## config.mk

```make
export PLATFORM = sky130hd
export DESIGN_NAME = hdlc_tx_channel
export DESIGN_NICKNAME = d
export VERILOG_FILES = /design/src/rtl/hdlc_pkg.sv /design/src/rtl/hdlc_fcs_gen.sv /design/src/rtl/hdlc_tx_channel.sv
export SDC_FILE = /design/constraint.sdc
export NUM_CORES = 1
export LEC_CHECK = 0
export CAP_MARGIN = 20
export CORE_MARGIN = 1.5
export CORE_UTILIZATION = 60
export CTS_BUF_LIST = sky130_fd_sc_hd__clkbuf_8
export CTS_CLUSTER_SIZE = 16
export DETAILED_ROUTE_END_ITERATION = 8
export DONT_BUFFER_PORTS = 1
export GPL_TIMING_DRIVEN = 0
export MAX_ROUTING_LAYER = met4
export PLACE_DENSITY = 0.85
export SETUP_SLACK_MARGIN = 0.05
export SLEW_MARGIN = 20
export SYNTH_ARGS = -nofsm -noshare
export SYNTH_HDL_FRONTEND = slang
export SYNTH_HIERARCHICAL = 1
export SYNTH_SLANG_ARGS = --single-unit
```

## constraint.sdc

```tcl
create_clock -name Clk -period 2.87 [get_ports Clk]
set_input_delay 0.574 -clock Clk [delete_from_list [all_inputs] [get_ports Clk]]
set_output_delay 0.574 -clock Clk [all_outputs]
set_load 0.05 [all_outputs]
```

## src/rtl/hdlc_pkg.sv

```systemverilog
// hdlc_pkg: shared HDLC states, line patterns and CRC-16/KERMIT step for the TX and RX channels
package hdlc_pkg;
   typedef enum logic [2:0] {IDLE, START_FLAG, DATA, FCS, END_FLAG, ABORT} hdlc_state_e;
   localparam logic [7:0] HDLC_FLAG = 8'h7E;
   localparam logic [7:0] HDLC_ABORT = 8'hFF;
   localparam logic [15:0] CRC_POLY_REFL = 16'h8408;
   localparam logic [15:0] CRC_INIT = 16'h0000;
   function automatic logic [15:0] crc_step(input logic [15:0] crc, input logic d);
      return {1'b0, crc[15:1]} ^ ((crc[0] ^ d) ? CRC_POLY_REFL : 16'h0000);
   endfunction
endpackage

```

## src/rtl/hdlc_fcs_gen.sv

```systemverilog
// hdlc_fcs_gen: serial reflected CRC-16 (KERMIT), one payload bit per enabled cycle
module hdlc_fcs_gen
   import hdlc_pkg::*;
(
   input  logic        Clk,
   input  logic        Rst,
   input  logic        clr,
   input  logic        en,
   input  logic        din,
   output logic [15:0] crc
);
   logic [15:0] crc_q, crc_d;
   always_comb crc_d = clr ? CRC_INIT : en ? crc_step(crc_q, din) : crc_q;
   always_ff @(posedge Clk or posedge Rst)
      if (Rst) crc_q <= CRC_INIT;
      else crc_q <= crc_d;
   assign crc = crc_q;
endmodule

```

## src/rtl/hdlc_tx_channel.sv

```systemverilog
// hdlc_tx_channel: serial HDLC transmitter - flags, zero insertion, optional FCS, abort
// Tx shows the bit at index bit_q of the current field; each edge picks the next line bit.
module hdlc_tx_channel
   import hdlc_pkg::*;
#(
   parameter int FRAME_MAX = 128
) (
   input  logic       Clk,
   input  logic       Rst,
   input  logic       Tx_Enable,
   input  logic [7:0] Tx_FrameSize,
   input  logic       Tx_FCSen,
   input  logic       Tx_AbortFrame,
   input  logic [7:0] Tx_Data,
   output logic       Tx_RdBuff,
   output logic       Tx,
   output logic       Tx_ValidFrame,
   output logic       Tx_Done,
   output logic       Tx_AbortedTrans
);
   localparam logic [7:0] FMAX = 8'(FRAME_MAX);
   hdlc_state_e state_q, state_d;
   logic [3:0] bit_q, bit_d, nbit, last;
   logic [2:0] ones_q, ones_d;
   logic [7:0] byte_q, byte_d, nxt_q, nxt_d, left_q, left_d, fetch_q, fetch_d;
   logic fcs_en_q, fcs_en_d, tx_q, tx_d, rd_q, rd_d, rd_pend_q;
   logic valid_q, valid_d, done_q, done_d, ab_q, ab_d;
   logic crc_clr, crc_en, crc_din;
   logic [15:0] crc;
   hdlc_fcs_gen u_fcs (
      .Clk(Clk),
      .Rst(Rst),
      .clr(crc_clr),
      .en(crc_en),
      .din(crc_din),
      .crc(crc)
   );
   always_comb begin
      state_d = state_q;
      bit_d = bit_q;
      ones_d = ones_q;
      byte_d = byte_q;
      left_d = left_q;
      fetch_d = fetch_q;
      fcs_en_d = fcs_en_q;
      tx_d = tx_q;
      rd_d = 1'b0;
      ab_d = ab_q;
      crc_clr = 1'b0;
      crc_en = 1'b0;
      crc_din = 1'b0;
      // a stuff bit can delay the byte load past the cycle Tx_Data is valid, so hold it
      nxt_d = rd_pend_q ? Tx_Data : nxt_q;
      nbit = bit_q + 4'd1;
      last = state_q == FCS ? 4'd15 : 4'd7;
      case (state_q)
         IDLE:
            if (Tx_Enable && Tx_FrameSize != 8'd0) begin
               state_d = START_FLAG;
               bit_d = 4'd0;
               tx_d = HDLC_FLAG[0];
               left_d = Tx_FrameSize > FMAX ? FMAX : Tx_FrameSize;
               fetch_d = left_d;
               fcs_en_d = Tx_FCSen;
               ab_d = 1'b0;
               crc_clr = 1'b1;
            end
         START_FLAG, DATA, FCS:
            if (Tx_AbortFrame) begin
               state_d = ABORT;
               bit_d = 4'd0;
               tx_d = HDLC_ABORT[0];
               ab_d = 1'b1;
            end else if (state_q != START_FLAG && ones_q == 3'd5) begin
               tx_d = 1'b0;
               ones_d = 3'd0;
            end else if (bit_q != last) begin
               bit_d = nbit;
               tx_d = state_q == START_FLAG ? HDLC_FLAG[nbit[2:0]] :
                      state_q == DATA ? byte_q[nbit[2:0]] : crc[nbit];
               if (state_q != START_FLAG) ones_d = tx_d ? ones_q + 3'd1 : 3'd0;
               crc_en = state_q == DATA;
               crc_din = tx_d;
               if (state_q != FCS && nbit == 4'd6 && fetch_q != 8'd0) begin
                  rd_d = 1'b1;
                  fetch_d = fetch_q - 8'd1;
               end
            end else if (state_q == FCS || (state_q == DATA && left_q == 8'd0 && !fcs_en_q)) begin
               state_d = END_FLAG;
               bit_d = 4'd0;
               tx_d = HDLC_FLAG[0];
            end else if (state_q == DATA && left_q == 8'd0) begin
               state_d = FCS;
               bit_d = 4'd0;
               tx_d = crc[0];
               ones_d = tx_d ? ones_q + 3'd1 : 3'd0;
            end else begin
               state_d = DATA;
               bit_d = 4'd0;
               byte_d = nxt_d;
               tx_d = nxt_d[0];
               left_d = left_q - 8'd1;
               crc_en = 1'b1;
               crc_din = tx_d;
               ones_d = !tx_d ? 3'd0 : state_q == START_FLAG ? 3'd1 : ones_q + 3'd1;
            end
         END_FLAG, ABORT:
            if (bit_q != 4'd7) begin
               bit_d = nbit;
               tx_d = state_q == END_FLAG ? HDLC_FLAG[nbit[2:0]] : HDLC_ABORT[nbit[2:0]];
            end else begin
               state_d = IDLE;
               tx_d = 1'b1;
            end
         default: state_d = IDLE;
      endcase
      valid_d = state_d inside {START_FLAG, DATA, FCS, END_FLAG};
      done_d = state_d == IDLE;
   end
   always_ff @(posedge Clk or posedge Rst)
      if (Rst) begin
         state_q <= IDLE;
         bit_q <= 4'd0;
         ones_q <= 3'd0;
         byte_q <= 8'd0;
         nxt_q <= 8'd0;
         left_q <= 8'd0;
         fetch_q <= 8'd0;
         fcs_en_q <= 1'b0;
         tx_q <= 1'b1;
         rd_q <= 1'b0;
         rd_pend_q <= 1'b0;
         valid_q <= 1'b0;
         done_q <= 1'b1;
         ab_q <= 1'b0;
      end else begin
         state_q <= state_d;
         bit_q <= bit_d;
         ones_q <= ones_d;
         byte_q <= byte_d;
         nxt_q <= nxt_d;
         left_q <= left_d;
         fetch_q <= fetch_d;
         fcs_en_q <= fcs_en_d;
         tx_q <= tx_d;
         rd_q <= rd_d;
         rd_pend_q <= rd_q;
         valid_q <= valid_d;
         done_q <= done_d;
         ab_q <= ab_d;
      end
   assign Tx = tx_q;
   assign Tx_RdBuff = rd_q;
   assign Tx_ValidFrame = valid_q;
   assign Tx_Done = done_q;
   assign Tx_AbortedTrans = ab_q;
endmodule

```

Word-level counts from Yosys, hierarchy flattened --
Memories as Yosys holds them, arrays and structs flattened. Cells that the tools add are included.
Word-level totals: bits in registers 65, ROM bits 16, input bits 21, output and inout port bits 5, logic and storage cells 165, memories kept 2
Cells by class: add/subtract/negate cells 4, order comparisons 3, eq/ne operators 28, mux-type cells 79, bitwise logic cells 7, reductions and logical operators 27
Memory list:
- (name not given) | words 8, width 1, read ports 1, clocked after memory_dff 0, wr ports 0, line hdlc_tx_channel.sv:110 | tx_d = state_q == END_FLAG ? HDLC_FLAG[nbit[2:0]] : HDLC_ABORT[nbit[2:0]];
- (name not given) | words 8, width 1, read ports 1, clocked after memory_dff 0, wr ports 0, line hdlc_tx_channel.sv:110
Operators by type and width (count):
- 8-bit two-way mux | 12
- 16-bit two-way mux | 3
- 3-bit two-way mux | 15
- 1-bit two-way mux | 35
- 8-bit case mux with 2 select lines | 2
- 4-bit two-way mux | 6
- 2-bit != test, second input constant | 10
- 8-bit nonzero test | 2
- 8-bit by 1-bit subtractor with 8-bit output, second input constant | 2
- 15-bit by 16-bit XOR with 16-bit output | 1
- 3-bit by 2-bit == test with 1-bit output, second input constant | 4
- 3-bit == test, second input constant | 4
- 4-bit case mux with 3 select lines | 1
- 6-bit AND reduction | 2
- 3-bit != test, second input constant | 3
- 3-bit case mux with 3 select lines | 1
- 8-bit greater-than comparator, second input constant | 1
- 8-bit zero test | 1
- 4-bit AND reduction | 2
- 7-bit AND reduction | 1
- 3-bit by 1-bit == test with 1-bit output, second input constant | 2
- 1-bit logical AND | 6
- 3-bit zero test | 2
- 4-bit by 5-bit < comparator with 1-bit output, second input constant | 1
- 23 further kinds | 29

Depth between registers and ports, before layout --
Gate-level depths: netlist (run 1).
depth after elaboration 14, mapped depth 12

Modules after synthesis --
The synthesis (run 1) kept the hierarchy.
Modules (own cells, without submodules):
- hdlc_tx_channel | instances 1, cells each 312, area each 3080.5 um^2, seq. area each 1228.7 um^2
- hdlc_fcs_gen | instances 1, cells each 58, area each 691.9 um^2, seq. area each 400.4 um^2

Worst setup path before layout (run 1) --
No wires, ideal clock.
path type register -> register, start point reg bit_q[1], end point reg u_fcs.crc_q[10], in the netlist u_fcs/crc[10], setup time 116 ps, arrival 2750 ps, required time 2754 ps, path slack 4 ps, cell stages (with the launch flop) 13, buffers on the path 1, period minus slack after synthesis 2866 ps, path through dfrtp_1 > inv_1 > ha_1 > buf_2 > mux4_2 > and3_1 > a211oi_2 > a31oi_1 > nor2_1 > nor2_1 > xnor2_1 > or4b_1 > o311ai_0
On the way: word-level cells in the longest chain between the ends 14, elaborated cells between the ends (all ways) 24, those cells by class add/sub (1); eq/ne (1); mux (18); bitwise (2); reduce/logical (1); memory (1)
RTL lines:
- from (decl) | line hdlc_tx_channel.sv:23 | logic [3:0] bit_q, bit_d, nbit, last;
- from (signal assigned) | line hdlc_tx_channel.sv:138 | bit_q <= bit_d;
- 4-bit by 1-bit adder with 4-bit output | line hdlc_tx_channel.sv:54 | nbit = bit_q + 4'd1;
- 1-bit binary-select mux with 4-bit select / 1-bit binary-select mux with 3-bit select (equally long branches) | line hdlc_tx_channel.sv:80 | state_q == DATA ? byte_q[nbit[2:0]] : crc[nbit];
- 1-bit two-way mux (not written as such) | line hdlc_tx_channel.sv:80
- 1-bit two-way mux | line hdlc_tx_channel.sv:80
- 1-bit two-way mux | line hdlc_tx_channel.sv:79 | tx_d = state_q == START_FLAG ? HDLC_FLAG[nbit[2:0]] :
- 1-bit two-way mux (*) | line hdlc_tx_channel.sv:77 | end else if (bit_q != last) begin
- 1-bit two-way mux (*) | line hdlc_tx_channel.sv:74 | end else if (state_q != START_FLAG && ones_q == 3'd5) begin
- 1-bit two-way mux (*) | line hdlc_tx_channel.sv:69 | if (Tx_AbortFrame) begin
- 1-bit two-way mux (*) | line hdlc_tx_channel.sv:56 | case (state_q)
- named net crc_din | line hdlc_tx_channel.sv:28 | logic crc_clr, crc_en, crc_din;
- 1-bit XOR (*) | line hdlc_pkg.sv:9 | return {1'b0, crc[15:1]} ^ ((crc[0] ^ d) ? CRC_POLY_REFL : 16'h0000);
- 16-bit two-way mux (*) | line hdlc_pkg.sv:9
- 15-bit by 16-bit XOR with 16-bit output (*) | line hdlc_pkg.sv:9
- 16-bit two-way mux (*) (2 in series) | line hdlc_fcs_gen.sv:13 | always_comb crc_d = clr ? CRC_INIT : en ? crc_step(crc_q, din) : crc_q;
- to (signal assigned) | line hdlc_fcs_gen.sv:16 | else crc_q <= crc_d;
- to (decl) | line hdlc_fcs_gen.sv:12 | logic [15:0] crc_q, crc_d;
The timed path passes the listed nets; every way through them passes the cells marked *. The select of a mux whose other input is x is not followed. A chain may end at the register's enable or synchronous reset.

Final worst setup path (run 1) --
start point reg bit_q[0], end point reg u_fcs.crc_q[10], in the netlist u_fcs/crc[10]
The elaborated chain is that of the path after synthesis.

==> impl_metrics.ini, run 1 <==
[cts]
cts.clk_slew.worst_paths_ps = 70
clock-sinks = 65
clockBufferDepth = 2
cts-root-buf = clkbuf_8
htree_levels = 3
cts_tree = done
numCtsBuffers = 9
clkLatencyLatePin_ps = 350

[worst_setup_path]
critPathKind = reg -> reg
cp.arrival_ps = 3180
slowest_stage = or4b_4
worstPathCellList = ha_4 > mux4_2 > and3_4 > a211oi_4 > a31oi_2 > nor2_1 > nor2_2 > xnor2_2 > or4b_4 > o311ai_4
cp-end-kind = flop
crit_fanout = 3
max_stage_delay_ps = 560
reg2reg_depth = 10
startpoint_type = flop
cp.required_ps = 3120

[placed_design]
place.gp.congestion = 0.895
io_buffer_count = 0
dp_slack_ps = -314
hpwl_microns = 6190

[sta]
fin_crit_ps = 2930
min_period_over_period = 1.02
fmax_mhz = 341
hold_viol_final = 0
drv_slew = 0
slew_headroom = 0.548
worstMarginPinSlew_ps = 659
skew_ps = 11.6
worst_slack_ps = -63.7
setup_viol = 1
grt_setup_unrepaired = yes

[detailed_routing]
routed_wl_microns = 8890
num_vias = 3072
dr.first_iter.drc_count = 289
drt_first_pass_iters = 5
ant_nets = 0
wire_per_inst_microns = 19.0
drc = 0
vias_per_cell = 6.56

[grt]
antenna_found_initial = 0
grt_pass1_wl_microns = 14200
grt_pass1_vias = 2924
grt_max_degree = 30
grt_overflow = 0
grt_util_all_layers = 0.293

[floorplan]
io_pins = 26
dieHeight_microns = 82.3
dieArea_sq_um = 6770
initial_utilization = 0.630
row_count = 28
fp.dieW_microns = 82.3
core_sq_um = 5990

[pwr]
ir_worst_vdd_uv = 546
p_leak_nw = 1.80
p_total_w = 0.00376
p_per_area_nw_per_um2 = 891

[logic_synthesis]
synth_seq_area_share = 0.432
yosysUniqueCellTypes = 75
netlist_instances = 370
synth_edf_count = 0
syn_nets = 399
ys_warn_count = 6
yosysMostFrequentCell = dfrtp_1
ys_top_cells_by_count = dfrtp_1 (63), nor2_1 (40), o21ai_0 (25)
syn_area_per_cell_sq_um = 10.2
synthArstFlopShare = 1.00
synth-main-ff-cell = dfrtp_1
ys_ff_latch = 65
synth.area.top_cells = dfrtp_1 (42%), mux2i_1 (4.5%), mux2_2 (4.5%), nor2_1 (4.0%), o21ai_0 (3.3%)
synthDominantCellAreaShare = 0.418
synthesis.area_sq_um = 3770
synth_top_area_cell = dfrtp_1

[min_path]
hold_class = in -> async

[run_status]
violations = setup timing
status = finished with violations

[job]
maxCapViolCount = 0

[finish]
nets = 417
drive_gt1_frac = 0.237
syn_to_final_growth_pct = 11.8
diodes = 0
[registers in the layout, summed over array words and instances (netlist names), 3 cells and up]
register and count:
nxt_q 8, bit_q 4, byte_q 8, state_q 3, ones_q 3, left_q 8
fetch_q 8, u_fcs/crc 16
[worst max-delay path: cells and delay by family, from the launching register on]
| family | cells | cell delay (ps) |
|---|---|---|
| simple gates | 4 | 990 |
| fa+ha+maj | 1 | 300 |
| compound gates | 3 | 440 |
| mux | 1 | 520 |
| xor+xnor | 1 | 160 |
| flops | 1 | 430 |
[report_power, final]
part | total [W] | switching (W) | internal [W]
Combinational | 0.00161 | 0.000946 | 0.000662
Sequential | 0.00146 | 0.000282 | 0.00118
Clock | 0.000691 | 0.000341 | 0.000350
Total | 0.00376 | 0.00157 | 0.00219
[worst paths after layout]
| check | endpoint | slack (ps) | startpoint |
|---|---|---|---|
| min in group Clk | fcs_en_q | 360 | Tx_FCSen |
| worst min-delay path | bit_q[2] | 140 | Rst |
| worst max-delay path | u_fcs/crc[10] | -60 | bit_q[0] |
| worst max register to register | u_fcs/crc[10] | -60 | bit_q[0] |
| max in group asynchronous | Tx_Done | 2140 | Rst |
| worst min register to register | nxt_q[3] | 500 | nxt_q[3] |
[what timing repair did]
item                       CTS  global route
setup endpoints to repair    3             9
gates resized for setup     11            12
hold buffers                 0             0
pin swaps                    7            10
buffers inserted             5             2
[cell type report]
| type | count | area, sq um |
|---|---|---|
| flip-flops and latches | 65 | 1630 |
| well taps | 75 | 93.8 |
| plain buffers | 17 | 106 |
| inverters | 20 | 75.1 |
| fillers | 422 | 1770 |
| repair buffers | 8 | 72.6 |
| clock buffers | 11 | 151 |
| clock inverters | 5 | 23.8 |
| multi-input cells | 267 | 2060 |
[metal layers]
layer | track usage | vias up | share of wire
met5 | - | - | 0
met4 | 0.120 | 0 | 0.019
met3 | 0.0549 | 18 | 0.058
met2 | 0.454 | 128 | 0.48
met1 | 0.377 | 1516 | 0.44
li1 | - | 1410 | -
[metrics by stage]
stage / instances / hold slack (ps) / setup TNS (ps) / utilization / area (sq um)
2_1_floorplan: 370 / 445 / 0 / - / 3770
3_3_place_gp: 445 / 458 / -530 / 0.646 / 3870
3_5_place_dp: 446 / 485 / -619 / 0.649 / 3890
4_1_cts: 467 / 131 / -32.0 / 0.692 / 4150
5_1_grt: 468 / 159 / -167 / 0.704 / 4220
6_report: 468 / 135 / -63.7 / 0.704 / 4220
[cells in the final DEF (no fill, tap or decap), types with 5 or more instances in the layout]
cell / count
a21oi_1: 11
mux2i_1: 17
nor2_1: 38
mux2_2: 15
nand2b_1: 5
a31oi_1: 6
a22oi_1: 8
ha_1: 7
dfrtp_1: 61
buf_4: 12
mux4_2: 5
nor3_1: 7
o21ai_0: 25
nand3_1: 7
o21ai_1: 10
inv_1: 21
clkbuf_8: 11
nand2_1: 17
[cell families (layout without fill, tap and decap cells)]
kind of cell	Yosys count	count (layout)	synth area share
AND/OR/NAND/NOR	113	113	0.167
AO/OA/AOI/OAI	103	103	0.187
flip-flops	65	65	0.432
multiplexers	39	39	0.129
buffers and inverters	38	61	0.0494
adder cells (fa/ha/maj)	8	8	0.0265
XOR/XNOR	4	4	0.00929
No activity file was read; power rests on OpenSTA's default activity.
==> inputs of run 2 (changes only) <==
--- a/config.mk
+++ b/config.mk
@@ -7,14 +7,14 @@
 export LEC_CHECK = 0
 export CAP_MARGIN = 20
 export CORE_MARGIN = 1.5
-export CORE_UTILIZATION = 60
+export CORE_UTILIZATION = 35
 export CTS_BUF_LIST = sky130_fd_sc_hd__clkbuf_8
 export CTS_CLUSTER_SIZE = 16
 export DETAILED_ROUTE_END_ITERATION = 8
 export DONT_BUFFER_PORTS = 1
 export GPL_TIMING_DRIVEN = 0
 export MAX_ROUTING_LAYER = met4
-export PLACE_DENSITY = 0.85
+export PLACE_DENSITY = 0.57
 export SETUP_SLACK_MARGIN = 0.05
 export SLEW_MARGIN = 20
 export SYNTH_ARGS = -nofsm -noshare
==> run 2 against run 1 <==
The run now ends clean. Combinational power is essentially flat. Via count fell by 2.8%. Non-clock buffer count did not move. Worst hold slack improved by 6.0 ps. Critical path depth unchanged. Final area increased by 2.6%. Setup slack better by 87 ps. Flip-flop and latch count unchanged. Die area increased by 69%. First-iteration DRC count down 44%. Count of clock-buffer cells in the layout fell by 2. Critical path type unchanged. Largest cell class unchanged. Highest routed layer unchanged.
==> impl_metrics.ini, run 2 (synthesized netlist as in run 1, its figures left out) <==
[cts]
cts_tree = done
clock-sinks = 65
clockBufferDepth = 2
numCtsBuffers = 9
htree_levels = 3
cts-root-buf = clkbuf_8
cts.clk_slew.worst_paths_ps = 70
ctsHoldBuffers = 0
clkLatencyLatePin_ps = 350

[sta]
drv_slew = 0
fin_crit_ps = 2850
slew_headroom = 0.510
worstMarginPinSlew_ps = 728
grt_setup_unrepaired = yes
min_period_over_period = 0.992
fmax_mhz = 351
setup_viol = 0
hold_viol_final = 0
hold-worst-slack_ps = 141
skew_ps = 6.95

[detailed_routing]
dr.first_iter.drc_count = 162
routed_wl_microns = 9050
vias_per_cell = 5.65
num_vias = 2987
ant_nets = 0
wire_per_inst_microns = 17.1
drc = 0
drt_first_pass_iters = 5

[grt]
grt_max_degree = 28
grt_util_all_layers = 0.174
busiest_layer = met2
grt_overflow = 0
use_met2 = 0.272
met1_usage = 0.223
grt_pass1_wl_microns = 15200
grt_use_met3 = 0.0407
antenna_found_initial = 0
grt_pass1_vias = 3015

[worst_setup_path]
startpoint_type = flop
cp-end-kind = flop
worstPathCellList = ha_4 > mux4_2 > and3_4 > a211oi_4 > a31oi_2 > nor2_1 > nor2_2 > xnor2_2 > or4b_1 > o311ai_1
critPathKind = reg -> reg
slowest_stage = mux4_2
cp.arrival_ps = 3080
max_stage_delay_ps = 510
cp.required_ps = 3110
cp_top_family = simple AND/OR/NAND/NOR gates
r2r_slack_ps = 20
r2r-start = bit_q[0]
crit_fanout = 4
timing.rr.end = u_fcs/crc[3]
worst-path-buf-inv = 0
reg2reg_depth = 10

[placed_design]
io_buffer_count = 0
dpl.cell_count = 507
hpwl_microns = 6510
place.gp.congestion = 0.924

[finish]
diodes = 0
largest_reg_flops = 16
final_common_cell = dfrtp_1
nets = 417
syn_to_final_growth_pct = 14.8
fin_util = 0.417
final_cell_count_no_fill = 529
drive_gt1_frac = 0.237
final_cell_mix = dfrtp_1 (61), nor2_1 (38), o21ai_0 (25)

[pwr]
clockPowerShare = 0.217
pwr-share-comb = 0.415
p_switching_w = 0.00158
p_leak_nw = 1.81
switching_share = 0.400
power_frac_seq = 0.367
ir_worst_vdd_uv = 360
p_per_area_nw_per_um2 = 912
internal-power_w = 0.00237

[run_status]
status = complete, no violations

[floorplan]
row_count = 37
dieArea_sq_um = 11400
dieHeight_microns = 107
initial_utilization = 0.364
core_sq_um = 10400
fp.dieW_microns = 107
io_pins = 26

[job]
maxCapViolCount = 0

[min_path]
hold_class = in -> async
==> run 2: cell count changes in the layout (fill, tap and decap cells not counted), moves of 2 or more <==
cell / change
buf_4: -3
buf_6: +2
clkinv_4: +2
clkbuf_8: -2
bufinv_16: +2
inv_1: -3
==> run 2: how the worst max path moves through the flow <==
stage | start | endpoint | slack, ps | cells after the start
2_1_floorplan | bit_q[1] | u_fcs/crc[10] | 50 | 12
3_3_place_gp | bit_q[1] | u_fcs/crc[3] | -320 | 12
3_5_place_dp | bit_q[1] | u_fcs/crc[3] | -320 | 12
4_1_cts | bit_q[0] | u_fcs/crc[10] | -50 | 11
5_1_grt | bit_q[0] | u_fcs/crc[3] | -80 | 11
6_report | bit_q[0] | u_fcs/crc[3] | 20 | 10
==> run 2: layer usage <==
metal	vias up	part of all wire
met4	0	0.022
met1	1479	0.45
met5	-	0
li1	1402	-
met3	21	0.054
met2	85	0.47
==> run 2: through the flow <==
step | instance area (sq um) | setup slack [ps] | power [W] | setup TNS (ps)
after detailed placement | 3970 | -315 | 0.00291 | -673
after global placement | 3950 | -321 | 0.00288 | -676
after CTS | 4280 | -46.7 | 0.00391 | -90.8
final | 4330 | 23.6 | 0.00395 | 0
after global routing | 4330 | -80.0 | 0.00423 | -174
after floorplan | 3770 | 51.9 | 0.00255 | 0
==> run 2: power by group through the flow <==
| stage | clock network [W] | registers, W | logic (W) |
|---|---|---|---|
| global placement | 0 | 0.00147 | 0.00141 |
| floorplan | 0 | 0.00142 | 0.00113 |
| detailed placement | 0 | 0.00148 | 0.00143 |
| finish | 0.000858 | 0.00145 | 0.00164 |
| global route | 0.000923 | 0.00149 | 0.00182 |
| CTS | 0.000881 | 0.00145 | 0.00157 |
==> run 2: timing repair <==
action / CTS / global route
buffers inserted: 6 / 1
gates resized for setup: 12 / 11
pin swaps: 6 / 6
endpoints found under the setup margin: 3 / 9
cloned: 0 / 0
==> run 2: cell type report <==
class | count | area, sq um
plain buffers | 17 | 114
clock buffers | 9 | 124
clock inverters | 7 | 95.1
fillers | 1037 | 6040
inverters | 20 | 75.1
multi-input cells | 267 | 2040
flip-flops and latches | 65 | 1630
well taps | 136 | 170
repair buffers | 8 | 80.1
==> run 2: worst reg2reg max path, cell delays in order (launching register included) <==
cell      delay (ps)
dfrtp_2          440
ha_4             300
mux4_2           510
and3_4           210
a211oi_4         190
a31oi_2          140
nor2_1           140
nor2_2            60
xnor2_2          170
or4b_1           480
o311ai_1         110
